`config.mk`:
```
export PLATFORM = sky130hd
export DESIGN_NAME = delay_line_sequencer
export DESIGN_NICKNAME = d
export VERILOG_FILES = /design/src/rtl/delay_line_sequencer.sv
export SDC_FILE = /design/constraint.sdc
export NUM_CORES = 1
export LEC_CHECK = 0
export ABC_CLOCK_PERIOD_IN_PS = 2700
export CORE_MARGIN = 4
export CORE_UTILIZATION = 39
export CTS_CLUSTER_DIAMETER = 100
export DETAILED_ROUTE_END_ITERATION = 10
export PLACE_DENSITY = 0.72
export SETUP_SLACK_MARGIN = 0.05
export SLEW_MARGIN = 40
export SYNTH_ARGS = -nofsm -noshare
export SYNTH_HDL_FRONTEND = slang
export SYNTH_SLANG_ARGS = --single-unit
```
`constraint.sdc`:
```
create_clock -name wb_clk_i -period 2.7 [get_ports wb_clk_i]
set_input_delay 0.54 -clock wb_clk_i [delete_from_list [all_inputs] [get_ports wb_clk_i]]
set_output_delay 0.54 -clock wb_clk_i [all_outputs]
set_load 0.05 [all_outputs]
```
`src/rtl/delay_line_sequencer.sv`:
```
// Delay-line sequencer: streams audio samples through a single-port SRAM used as a
// circular buffer. Each accepted strobe does one optional read (delayed sample), one
// capture and one optional write (new sample). After reset the whole SRAM is zeroed.
//
// Ports:
//   wb_clk_i, wb_rst_i       clock, synchronous active-high reset
//   en, sample_stb           accept a sample when both high in IDLE
//   sample_in, delay_len     sample to store, delay in samples
//   freeze                   suppress the SRAM write (loop playback)
//   ovr_clr                  clear the sticky overrun flag
//   sram_csb/web/addr/din    SRAM control (active-low select / write enable)
//   sram_dout                SRAM read data, valid the cycle after a read
//   sample_out(_vld)         delayed sample and its one-cycle update pulse
//   busy, overrun            not-IDLE indicator, sticky dropped-strobe flag
module delay_line_sequencer #(
    parameter int unsigned ADDR_W = 8,
    parameter int unsigned DATA_W = 16
) (
    input  logic              wb_clk_i,
    input  logic              wb_rst_i,
    input  logic              en,
    input  logic              sample_stb,
    input  logic [DATA_W-1:0] sample_in,
    input  logic [ADDR_W-1:0] delay_len,
    input  logic              freeze,
    input  logic              ovr_clr,
    output logic              sram_csb,
    output logic              sram_web,
    output logic [ADDR_W-1:0] sram_addr,
    output logic [DATA_W-1:0] sram_din,
    input  logic [DATA_W-1:0] sram_dout,
    output logic [DATA_W-1:0] sample_out,
    output logic              sample_out_vld,
    output logic              busy,
    output logic              overrun
);

    typedef enum logic [2:0] {StClr, StIdle, StRd, StCap, StWr} state_e;

    state_e            state_q, state_d;
    logic [ADDR_W-1:0] clr_cnt_q, clr_cnt_d;
    logic [ADDR_W-1:0] wr_ptr_q, wr_ptr_d;
    logic [ADDR_W-1:0] dly_q, dly_d;
    logic              frz_q, frz_d;
    logic [DATA_W-1:0] smp_q, smp_d;
    logic [DATA_W-1:0] sample_out_q, sample_out_d;
    logic              overrun_q, overrun_d;

    logic              stb_ok;
    logic [ADDR_W-1:0] rd_addr;

    assign stb_ok  = en & sample_stb;
    // Natural ADDR_W-bit wrap gives the modulo-DEPTH read address.
    assign rd_addr = wr_ptr_q - dly_q;

    always_comb begin
        state_d      = state_q;
        clr_cnt_d    = clr_cnt_q;
        wr_ptr_d     = wr_ptr_q;
        dly_d        = dly_q;
        frz_d        = frz_q;
        smp_d        = smp_q;
        sample_out_d = sample_out_q;
        overrun_d    = overrun_q;

        unique case (state_q)
            StClr: begin
                clr_cnt_d = clr_cnt_q + ADDR_W'(1);
                if (clr_cnt_q == '1) state_d = StIdle;
            end
            StIdle: begin
                if (stb_ok) begin
                    smp_d   = sample_in;
                    dly_d   = delay_len;
                    frz_d   = freeze;
                    state_d = StRd;
                end
            end
            StRd: state_d = StCap;
            StCap: begin
                sample_out_d = (dly_q == '0) ? smp_q : sram_dout;
                state_d      = StWr;
            end
            StWr: begin
                wr_ptr_d = wr_ptr_q + ADDR_W'(1);
                state_d  = StIdle;
            end
            default: state_d = StClr;
        endcase

        // A new drop wins over a simultaneous clear.
        if (stb_ok && (state_q != StIdle)) overrun_d = 1'b1;
        else if (ovr_clr)                  overrun_d = 1'b0;
    end

    always_ff @(posedge wb_clk_i) begin
        if (wb_rst_i) begin
            state_q      <= StClr;
            clr_cnt_q    <= '0;
            wr_ptr_q     <= '0;
            dly_q        <= '0;
            frz_q        <= 1'b0;
            smp_q        <= '0;
            sample_out_q <= '0;
            overrun_q    <= 1'b0;
        end else begin
            state_q      <= state_d;
            clr_cnt_q    <= clr_cnt_d;
            wr_ptr_q     <= wr_ptr_d;
            dly_q        <= dly_d;
            frz_q        <= frz_d;
            smp_q        <= smp_d;
            sample_out_q <= sample_out_d;
            overrun_q    <= overrun_d;
        end
    end

    // SRAM strobes decoded from the registered state and pointers.
    always_comb begin
        sram_csb  = 1'b1;
        sram_web  = 1'b1;
        sram_addr = '0;
        sram_din  = '0;
        unique case (state_q)
            StClr: begin
                sram_csb  = 1'b0;
                sram_web  = 1'b0;
                sram_addr = clr_cnt_q;
            end
            StRd: begin
                if (dly_q != '0) begin
                    sram_csb  = 1'b0;
                    sram_addr = rd_addr;
                end
            end
            StWr: begin
                if (!frz_q) begin
                    sram_csb  = 1'b0;
                    sram_web  = 1'b0;
                    sram_addr = wr_ptr_q;
                    sram_din  = smp_q;
                end
            end
            default: ;
        endcase
    end

    assign sample_out     = sample_out_q;
    assign sample_out_vld = (state_q == StWr);
    assign busy           = (state_q != StIdle);
    assign overrun        = overrun_q;

endmodule

```
# Word-level counts from Yosys, hierarchy flattened
# Cells that the tools add are included.
# word_totals
wordCells	42
regBits	61
in_bits	46
out_inout_bits	45
# classes
n_reduce_logical	7
bitwise	1
addsub	3
n_eq_ne	8
mux	15
# ops
op	n
$mux 16	3
$pmux 8 s3	1
$add 8x1->8 const B	2
$mux 8	2
$pmux 3 s5	1
$eq 8x8->1 const B	1
$logic_not 8->1	1
$reduce_bool 8->1	1
$sub 8x8->8	1
$eq 3x2->1 const B	2
$mux 3	2
$mux 1	4
$ne 2x2->1 const B	2
$reduce_and 2->1	2
$eq 3x1->1 const B	1
$eq 3x3->1 const B	1
$logic_not 3->1	1
$ne 3x1->1 const B	1
$pmux 1 s3	1
$pmux 1 s2	1
$reduce_bool 2->1	1
$and 1x1->1	1
$logic_and 1x1->1	1

# Longest topological paths before layout
# logic_depth
word_depth	3
ltp_mapped	9
mapped_depth_nobuf	9

# Worst setup path before layout
# No wires, ideal clock.
# synth_timing
path_type	reg-to-output
start	reg wr_ptr_q[0]
end	out sram_addr[6]
required_ns	2.160
setup_slack_ns	-0.499
stages_incl_launch_ff	10
t_arrival_ns	2.659
path_buffers	0
cell_sequence	dfxtp_1 inv_1 ha_1 inv_1 fa_1 a21o_1 a21oi_1 o21ai_0 xnor2_1 o21ai_0
# synth_between
elab_chain_len	3
# synth_lines
element	line	source
start: declaration	42	logic [ADDR_W-1:0] wr_ptr_q, wr_ptr_d;
start signal: assignment	109	wr_ptr_q <= wr_ptr_d;
$sub 8x8->8	54	assign rd_addr = wr_ptr_q - dly_q;
$mux 8	131	if (dly_q != '0) begin
$pmux 8 s3	124	unique case (state_q)
end: declaration	29	output logic [ADDR_W-1:0] sram_addr,
# Every way passes these cells.

# Worst setup path after layout
# layout_timing
start	reg dly_q[1]
end	out sram_addr[7]
# layout_between
elab_chain_len	3
elab_cells_between_ends	4
classes_between	1 x add/sub; 2 x mux; 1 x reduce/logical
# layout_lines
element	line	source
start: declaration	43	logic [ADDR_W-1:0] dly_q, dly_d;
start signal: assignment	110	dly_q <= dly_d;
$sub 8x8->8 or $reduce_bool 8->1 (tied branches)	54, 131	
$mux 8 *	131	
$pmux 8 s3 *	124	
# Every way passes the cells marked *; elsewhere a longest branch is shown, timed or not.

==> impl_metrics.csv <==
group,metric,value,unit
clock_tree,cts_max_level,3,
power_and_ir_drop,p_comb_frac,0.073,
drt,drt_iter0_drc,177,
worst_setup_path,path_delay_family,"compound AO/OA/AOI/OAI gates",
drt,drt_drc_violations_left,0,
drt,num_vias,2831,
sta,post-route-worst-setup-slack,-0.0954,ns
logic_synthesis,postSynth.asyncResetShare,0,
worst_setup_path,timing.critical_path.slowest_cell_delay,0.33,ns
worst_setup_path,timing.critical_path.cells,"inv_2 -> ha_4 -> nor2b_4 -> o2111ai_2 -> a31oi_2 -> xor2_1 -> a31o_2 -> a221o_1 -> buf_6",
global_route,first_global_vias,2703,
power_and_ir_drop,leakagePower,1.63,nW
drt,wl_per_cell,15.0,um
sta,max_clock_freq,358,MHz
sta,holdWs,0.466,ns
final_layout,final_cell_mix,"63 x sky130_fd_sc_hd__clkdlybuf4s50_1, 60 x sky130_fd_sc_hd__nand2_1, 54 x sky130_fd_sc_hd__dfxtp_1, 38 x sky130_fd_sc_hd__nor2_1, 29 x sky130_fd_sc_hd__a21oi_1",
hold_path,hold-path-cell-count,2,
logic_synthesis,ys_seq_elements,61,
placed_design,port_buffers,90,
final_layout,finish.utilization,0.622,
final_layout,layout-drive-gt1-share,0.186,
logic_synthesis,synth_nets,421,
sta,timing_worst_slew_pin_value,0.693,ns
final_layout,area_growth,52.8,%
drt,drt-pass1-iter-count,4,
outcome,failed_checks,"negative setup slack",
sta,setup_violations,1,
global_route,grt_antenna_before_repair,0,
logic_synthesis,synthesis.area,3000,um2
die,die_y,95.7,um
worst_setup_path,crit-reg2reg-capture,"sample_out[1]",
global_route,grt_max_degree,37,
hold_path,hold_wc_path_type,"register to register",
drt,finalWirelength,8400,um
final_layout,final_common_cell,"sky130_fd_sc_hd__clkdlybuf4s50_1",
die,design.die.area,9160,um2
sta,grt_setup_unrepaired,"yes",
power_and_ir_drop,cell_internal_pwr,0.00143,W
power_and_ir_drop,worst_ir_drop_vdd,0.317,mV
power_and_ir_drop,power_per_cell_area,404,nW/um2
worst_setup_path,timing.critical_path.fanout_max,2,
logic_synthesis,synth_top_flop_cell,"sky130_fd_sc_hd__dfxtp_1",
flow_run,maxCapViolations,0,
hold_path,min_delay_worst_endpoint,"smp_q[0]",
hold_path,timing.hold.worst.start,"smp_q[0]",
worst_setup_path,setup.worst_path.class,"register to primary output",
sta,hold_violations,0,
die,placeable_area,7370,um2
clock_tree,clkSlewWorstSetupHoldPaths,0.07,ns
clock_tree,cts_tree,"done",
worst_setup_path,timing.critical_path.to_type,"primary output",
global_route,grt_first_pass_wirelength,13000,um
sta,timing.slew.headroom,0.538,
placed_design,detailed_place_hpwl,6130,um
power_and_ir_drop,p_clk_frac,0.437,
worst_setup_path,cp.required,2.16,ns
clock_tree,ctsLongestPathBuffers,2,
final_layout,final_nets,514,
worst_setup_path,start_kind,"register",
power_and_ir_drop,power.switching_fraction,0.227,
die,initial_core_util,0.407,
clock_tree,cts-buffers-inserted,9,
logic_synthesis,synth_seq_area_share,0.407,
logic_synthesis,synth_enable_flop_cells,0,
drt,route.detailed.vias_per_inst,5.05,
power_and_ir_drop,power.share.sequential,0.491,
clock_tree,cts_hold_repair.buffers,0,
logic_synthesis,synthDistinctLibCells,42,
die,std_cell_rows,31,
sta,finalWorstPathRequiredPeriod,2.80,ns
worst_setup_path,data_arrival_time_of_the_critical_path,2.26,ns
global_route,globalRoute.totalOverflow,0,
sta,post-route-period-util,1.04,
logic_synthesis,synth_cells,364,
die,floorplan.io_pins,91,
sta,skew,0.00736,ns
clock_tree,cts_root_buffer,"sky130_fd_sc_hd__clkbuf_8",
worst_setup_path,reg2reg_from,"dly_q[1]",
drt,drtAntennaViolNets,0,
outcome,result_of_the_run,"complete, but fails checks",
die,die_w,95.7,um
worst_setup_path,crit_buf_inv,2,
clock_tree,tritoncts_sink_count,61,
logic_synthesis,post_synth.cell_area_avg,8.25,um2
worst_setup_path,reg2reg_setup_slack,0.90,ns
worst_setup_path,worst_r2r_path_depth,6,
worst_setup_path,crit_slowest_cell,"sky130_fd_sc_hd__dfxtp_2",
logic_synthesis,ys_warn_count,0,
global_route,groute.usage.overall,0.186,
sta,final_max_tran_viols,0,
power_and_ir_drop,power.switching,0.000420,W
worst_setup_path,worst_setup_path_startpoint,"dly_q[1]",
placed_design,finalWeightedCongestion,0.820,
clock_tree,worst_skew_pair.late_latency,0.34,ns
final_layout,antenna_cells_inserted,0,
[worst register-to-register path: stages, from the launching register on]
cell and delay, ns:
sky130_fd_sc_hd__dfxtp_2 0.32, sky130_fd_sc_hd__buf_4 0.13, sky130_fd_sc_hd__nor4_1 0.35, sky130_fd_sc_hd__nand2_1 0.21, sky130_fd_sc_hd__buf_4 0.29, sky130_fd_sc_hd__mux2i_1 0.16, sky130_fd_sc_hd__a211oi_1 0.26
[worst max-delay path by stage]
stage	depth (start not counted)	to	slack (ns)
2_1_floorplan	9	sram_addr[6]	-0.12
3_3_place_gp	10	sram_addr[6]	0.12
3_5_place_dp	9	sram_addr[7]	0.06
4_1_cts	9	sram_addr[7]	-0.15
5_1_grt	9	sram_addr[7]	-0.15
6_report	9	sram_addr[7]	-0.1
[state kept, by name, summed over array words and instances (netlist names)]
signal      count
clr_cnt_q       8
dly_q           8
frz_q           1
overrun         1
sample_out     16
smp_q          16
state_q         3
wr_ptr_q        8
[power by group through the flow]
stage | Sequential, W | Combinational, W | Clock [W]
after global routing | 0.000908 | 0.000143 | 0.000870
after global placement | 0.000930 | 0.000134 | 0
after CTS | 0.000908 | 0.000136 | 0.000827
after floorplan | 0.000931 | 0.0000397 | 0
after detailed placement | 0.000930 | 0.000135 | 0
final | 0.000909 | 0.000135 | 0.000809
[logic make-up (layout without fill, tap and decap cells)]
| logic type | count (synthesis) | in the layout | synth area share |
|---|---|---|---|
| muxes | 18 | 18 | 0.0600 |
| xor gates and xnor gates | 18 | 18 | 0.0525 |
| AOI/OAI and AO/OA | 77 | 77 | 0.159 |
| DFF | 61 | 61 | 0.407 |
| buffers and inverters | 34 | 132 | 0.0509 |
| and+or+nand+nor | 145 | 145 | 0.223 |
| adders and majority gates | 11 | 11 | 0.0484 |
[routing by layer]
layer,track usage,wire length [um],vias to the layer above
met4,0.0794,161,0
met5,0,0,-
met3,0.0328,419,13
met1,0.231,3570,1303
met2,0.315,4240,83
li1,-,-,1432
[cells in the mapped netlist (2+ instances only)]
| cell type | instances | share of area |
|---|---|---|
| sky130_fd_sc_hd__dfxtp_1 | 61 | 0.41 |
| sky130_fd_sc_hd__nand2_1 | 61 | 0.076 |
| sky130_fd_sc_hd__nor2_1 | 38 | 0.048 |
| sky130_fd_sc_hd__a21oi_1 | 30 | 0.050 |
| sky130_fd_sc_hd__mux2i_1 | 18 | 0.060 |
| sky130_fd_sc_hd__a211oi_1 | 17 | 0.043 |
| sky130_fd_sc_hd__and2_1 | 17 | 0.035 |
| sky130_fd_sc_hd__clkbuf_1 | 15 | 0.019 |
| sky130_fd_sc_hd__o21ai_0 | 12 | 0.020 |
| sky130_fd_sc_hd__xor2_1 | 12 | 0.035 |
| sky130_fd_sc_hd__ha_1 | 10 | 0.042 |
| sky130_fd_sc_hd__inv_1 | 10 | 0.013 |
| sky130_fd_sc_hd__a22oi_1 | 7 | 0.018 |
| sky130_fd_sc_hd__xnor2_1 | 6 | 0.018 |
| sky130_fd_sc_hd__nand4_1 | 5 | 0.010 |
| sky130_fd_sc_hd__buf_2 | 4 | 0.0067 |
| sky130_fd_sc_hd__nand3_1 | 4 | 0.0067 |
| sky130_fd_sc_hd__a21o_1 | 3 | 0.0075 |
| sky130_fd_sc_hd__and3_1 | 3 | 0.0063 |
| sky130_fd_sc_hd__nand2b_1 | 3 | 0.0063 |
| sky130_fd_sc_hd__a31oi_1 | 2 | 0.0042 |
| sky130_fd_sc_hd__buf_6 | 2 | 0.0075 |
| sky130_fd_sc_hd__nor2b_1 | 2 | 0.0042 |
| sky130_fd_sc_hd__nor3_1 | 2 | 0.0033 |
| sky130_fd_sc_hd__nor4_1 | 2 | 0.0042 |
| sky130_fd_sc_hd__or3_1 | 2 | 0.0042 |
[area by class of cell]
class	instances	area, um2
clock buffer	10	138
clock inverter	6	62.6
fill	627	2780
inverter	11	43.8
multi-input combinational	269	1750
sequential	61	1230
tap	99	124
timing repair buffer	105	1240
[repair_timing]
action | in CTS | in global routing
pin swaps | 9 | 8
setup endpoints to repair | 19 | 16
resized for setup | 21 | 12
setup buffers | 3 | 1
[metrics by stage]
step | TNS, ns | setup WS (ns) | power [W] | cells | instance area, um2
after floorplan | -0.121 | -0.121 | 0.000971 | 364 | 3000
after global placement | 0 | 0.124 | 0.00106 | 541 | 4220
after detailed placement | 0 | 0.0611 | 0.00107 | 541 | 4220
after CTS | -0.180 | -0.145 | 0.00187 | 560 | 4530
after global routing | -0.283 | -0.147 | 0.00192 | 561 | 4590
final | -0.0954 | -0.0954 | 0.00185 | 561 | 4590
(Power assumes the default switching activity.)
